## src/rtl/sample_capture_drain.sv

```systemverilog
// Capture buffer: records upstream samples by address while load is high.
// When load drops, it drains indices 0..hi_idx in order over a valid/ready port.
//
// state   | meaning
// IDLE    | waiting for the first load after reset
// CAPTURE | load window open, writing samples on address change
// DRAIN   | streaming buffer[0..hi_idx] to the consumer
// DONE    | drain finished, waiting for the next load window
module sample_capture_drain #(
  parameter int AW = 8
) (
  input  logic          clk,
  input  logic          reset,
  input  logic [15:0]   address,
  input  logic [15:0]   out,
  input  logic          load,
  output logic          m_valid,
  input  logic          m_ready,
  output logic [15:0]   m_data,
  output logic [AW-1:0] m_index,
  output logic          m_last,
  output logic          busy,
  output logic          done,
  output logic          overflow
);

  localparam logic [31:0] DEPTH = 32'd1 << AW;

  typedef enum logic [1:0] {IDLE, CAPTURE, DRAIN, DONE} state_t;

  state_t        state, state_nxt;
  logic [15:0]   buffer [DEPTH];
  logic [15:0]   last_addr;
  logic [AW-1:0] hi_idx;
  logic [AW-1:0] rd_ptr;
  logic          written;
  logic          issued_all;

  logic          entering, in_cap, wr_req, in_range, wr_ok, fetch;
  logic [AW-1:0] addr_lo;

  // The cycle that opens the window counts as the first capture cycle,
  // so its sample is written unconditionally.
  always_comb begin
    entering = load && (state == IDLE || state == DONE);
    in_cap   = load && (state == CAPTURE);
    wr_req   = entering || (in_cap && (address != last_addr));
    in_range = ({16'd0, address} < DEPTH);
    wr_ok    = wr_req && in_range;
    addr_lo  = address[AW-1:0];
    fetch    = (state == DRAIN) && written && !issued_all && (!m_valid || m_ready);
  end

  always_ff @(posedge clk) begin
    if (reset) state <= IDLE;
    else       state <= state_nxt;
  end

  always_comb begin
    state_nxt = state;
    case (state)
      IDLE:    if (load) state_nxt = CAPTURE;
      CAPTURE: if (!load) state_nxt = DRAIN;
      DRAIN: begin
        if (!written)                         state_nxt = DONE;
        else if (m_valid && m_ready && m_last) state_nxt = DONE;
      end
      DONE:    if (load) state_nxt = CAPTURE;
      default: state_nxt = IDLE;
    endcase
  end

  always_comb begin
    busy = (state == CAPTURE) || (state == DRAIN);
    done = (state == DONE);
  end

  // Buffer has no reset so stale entries drain as-is.
  always_ff @(posedge clk) begin
    if (!reset && wr_ok) buffer[addr_lo] <= out;
  end

  always_ff @(posedge clk) begin
    if (reset) begin
      last_addr  <= '0;
      hi_idx     <= '0;
      written    <= 1'b0;
      overflow   <= 1'b0;
    end else if (entering) begin
      last_addr  <= address;
      hi_idx     <= wr_ok ? addr_lo : '0;
      written    <= wr_ok;
      overflow   <= !in_range;
    end else if (in_cap) begin
      last_addr  <= address;
      if (wr_ok) begin
        written  <= 1'b1;
        if (addr_lo > hi_idx) hi_idx <= addr_lo;
      end
      if (wr_req && !in_range) overflow <= 1'b1;
    end
  end

  always_ff @(posedge clk) begin
    if (reset) begin
      rd_ptr     <= '0;
      issued_all <= 1'b0;
      m_valid    <= 1'b0;
      m_data     <= '0;
      m_index    <= '0;
      m_last     <= 1'b0;
    end else if (entering) begin
      rd_ptr     <= '0;
      issued_all <= 1'b0;
      m_valid    <= 1'b0;
    end else if (fetch) begin
      m_valid    <= 1'b1;
      m_data     <= buffer[rd_ptr];
      m_index    <= rd_ptr;
      m_last     <= (rd_ptr == hi_idx);
      if (rd_ptr == hi_idx) issued_all <= 1'b1;
      else                  rd_ptr     <= rd_ptr + 1'b1;
    end else if (m_valid && m_ready) begin
      m_valid    <= 1'b0;
    end
  end

endmodule

```

## config.mk

```make
export PLATFORM = sky130hd
export DESIGN_NAME = sample_capture_drain
export DESIGN_NICKNAME = d
export VERILOG_FILES = /design/src/rtl/sample_capture_drain.sv
export SDC_FILE = /design/constraint.sdc
export NUM_CORES = 2
export LEC_CHECK = 0
export BUFFER_PORTS_ARGS = -buffer_cell sky130_fd_sc_hd__buf_4
export CAP_MARGIN = 10
export CORE_MARGIN = 2
export CORE_UTILIZATION = 30
export CTS_BUF_LIST = sky130_fd_sc_hd__clkbuf_16
export CTS_CLUSTER_SIZE = 40
export DETAILED_ROUTE_END_ITERATION = 16
export RECOVER_POWER = 25
export REMOVE_ABC_BUFFERS = 1
export SLEW_MARGIN = 40
export SYNTH_ARGS = -nofsm -noshare
export SYNTH_HDL_FRONTEND = slang
export SYNTH_SLANG_ARGS = --single-unit
```

## constraint.sdc

```tcl
create_clock -name clk -period 4.1 [get_ports clk]
set_input_delay 0.615 -clock clk [delete_from_list [all_inputs] [get_ports clk]]
set_output_delay 0.615 -clock clk [all_outputs]
set_load 0.02 [all_outputs]
```

==> impl_metrics.csv <==
group,metric,value,unit
run_status,status,"finished with violations",
run_status,violations,"max-capacitance violations, max-slew violations",
critical_path,slowest_delay,0.76,ns
synthesis,netlist_area,161000,µm²
timing,fin_ws,0.148,ns
clocking,htreeDepth,5,
die,core-area,533000,µm²
clocking,cts_buffers,408,
power_and_ir_drop,ir_worst_vdd,0.380,mV
critical_path,worst_ep_required_time,4.93,ns
synthesis,yosys_warnings,0,
detailed_routing,vias_per_cell,5.32,
timing,clock.fmax,0.253,GHz
critical_path,cp_common_cell,"buf_12",
timing,slew_viol_final,1646,
cells_and_area,final_cell_mix,"edfxtp_1, mux4_2, buf_4",
synthesis,ys.flop_type,"edfxtp_1",
critical_path,cp-end-kind,"flop",
critical_path,path_buf_inv,2,
detailed_routing,num_vias,82900,
detailed_routing,drtAntennaViolNets,0,
detailed_routing,wire_per_inst,30.8,µm
detailed_routing,drt_iter0_drc,12000,
die,fp.dieH,736,µm
power_and_ir_drop,power_density,459,nW/µm²
synthesis,ys_seq_area_frac,0.773,
cells_and_area,layout.nets,8256,
clocking,numClockSinks,4159,
critical_path,crit_family,"compound AO/OA/AOI/OAI gates",
placed_design,dp_hpwl,304,mm
timing,tns,0,ns
detailed_routing,wl,479,mm
die,placementRows,268,
synthesis,synth_top_area_share,0.765,
die,fp.dieW,736,µm
synthesis,netlist-cell-type-count,79,
critical_path,path_class,"reg2reg",
die,initial_core_util,0.301,
cells_and_area,drive_gt1_frac,0.296,
synthesis,synth_seq_cells,4159,
hold_path,hp-class,"in2reg",
global_routing,antenna_found_initial,46,
detailed_routing,drc_errors,0,
critical_path,cp_max_fo,33,
clocking,path_clk_slew,0.06,ns
detailed_routing,first_pass_iters,5,
timing,setup_violations,0,
placed_design,dp_slack,0.0611,ns
global_routing,grt_pass1_vias,82200,
placed_design,gp_congestion,0.897,
critical_path,crit_chain,"buf_12 > buf_12 > mux4_2 > mux2i_1 > o221ai_1 > a311oi_1 > or3_1 > nand3_1",
synthesis,synth.area.top_cells,"edfxtp_1, mux4_2, mux2i_1",
placed_design,port_buffers,64,
timing,rsz0062_at_grt,"false",
job,maxCapViolCount,30,
clocking,cts_tree,"built",
die,die_area,542000,µm²
cells_and_area,area_growth_syn_to_layout,17.5,%
critical_path,start_kind,"flop",
timing,period_minus_slack,3.95,ns
synthesis,synth_top_area_cell,"edfxtp_1",
global_routing,grt_usage,0.172,
clocking,clockBufferDepth,4,
synthesis,avgSynthCellArea,21.7,µm²
die,io-pin-count,65,
critical_path,arrival,4.78,ns
timing,post-route-period-util,0.964,
timing,skew,0.0722,ns
cells_and_area,final_common_cell,"edfxtp_1",
synthesis,synth_edf_count,4096,
global_routing,overflow,0,
synthesis,synth-async-reset-ratio,0,
timing,tightestPinTransition,4.52,ns
clocking,clk_latency,0.98,ns
synthesis,syn-instance-count,7405,
timing,relSlewSlack,-2.02,
clocking,post-cts-setup-buffers,0,
global_routing,grt_max_degree,153,
timing,finalHoldViolations,0,
critical_path,critical-path-slowest-cell,"dfxtp_4",
clocking,root_buffer,"clkbuf_16",
global_routing,grt_first_pass_wirelength,663,mm
power_and_ir_drop,leakage,57.3,nW
-- layer usage --
metal,vias up,GRT usage,part of all wire
met4,18,0.0700,0.047
met3,865,0.0428,0.11
met1,44400,0.231,0.38
li1,32800,-,-
met2,4705,0.268,0.46
met5,-,0,0.00026
-- Yosys cell counts (all sizes together), types with 7 or more instances --
library cell and number:
a211o 7, a211oi 40, a21o 15, a21oi 149, a221o 13, a221oi 56
a222oi 9, a22o 13, a22oi 58, a31oi 15, and2 12, and3 7
buf 308, clkbuf 126, dfxtp 63, edfxtp 4096, ha 12, inv 16
mux2 21, mux2i 386, mux4 960, nand2 202, nand3 49, nand4 11
nor2 346, nor2b 24, nor3 16, nor4 10, o2111ai 9, o211ai 26
o21ai 93, o221ai 42, o22ai 77, xnor2 28
-- power by group --
group / leakage (nW) / switching [mW] / internal [mW]
clock network: 6.79 / 16.1 / 21.1
logic: 13.2 / 1.78 / 0.808
registers: 37.3 / 0.107 / 46.8
total: 57.3 / 18.0 / 68.7
-- worst paths after layout --
| kind | startpoint | end | slack (ns) | cells past startpoint |
|---|---|---|---|---|
| worst max-delay path | rd_ptr[0] | m_data[14] | 0.15 | 8 |
| worst min-delay path | reset | overflow | 0.14 | 2 |
| worst max register to register | rd_ptr[0] | m_data[14] | 0.15 | 8 |
| worst min register to register | m_index[1] | m_index[1] | 0.47 | 2 |
-- registers in the layout, summed over array words and instances (netlist names) --
name	flops
m_last	1
m_valid	1
rd_ptr	8
buffer	4096
overflow	1
m_data	16
hi_idx	8
m_index	8
issued_all	1
last_addr	16
state	2
written	1
-- metrics by stage --
stage / utilization / hold slack (ns) / instance area, µm² / instances / power, mW
2_1_floorplan: - / 0.428 / 158000 / 6971 / 50.1
3_3_place_gp: 0.329 / 0.442 / 175000 / 14800 / 50.2
3_5_place_dp: 0.329 / 0.462 / 176000 / 14800 / 50.3
4_1_cts: 0.355 / 0.00800 / 189000 / 15600 / 87.1
5_1_grt: 0.354 / 0.117 / 189000 / 15600 / 88.9
6_report: 0.354 / 0.142 / 189000 / 15600 / 86.7
-- logic make-up (layout without fill, tap and decap cells) --
group,count (synthesis),in the layout,synth area share
flops,4159,4159,0.773
mux,1367,1367,0.160
xor+xnor,31,31,0.00169
simple gates,706,706,0.0188
compound gates,679,679,0.0291
other cells,0,18,0
buf+inv,451,1592,0.0163
fa+ha+maj,12,12,0.000934
-- cell type report --
type / instances / area (µm²)
tap: 7020 / 8780
multi-input combinational: 2795 / 34300
clock buffer: 414 / 10400
sequential: 4159 / 124000
fill: 48600 / 344000
antenna: 18 / 45.0
clock inverter: 334 / 2900
timing repair buffer: 827 / 8020
inverter: 17 / 73.8
-- timing repair --
item | CTS | global route
endpoints found under the hold margin | 35 | 0
gates resized for setup | 0 | 1
endpoints found under the setup margin | 0 | 1
hold buffers | 17 | 0
Power figures use the tool's default switching activity.
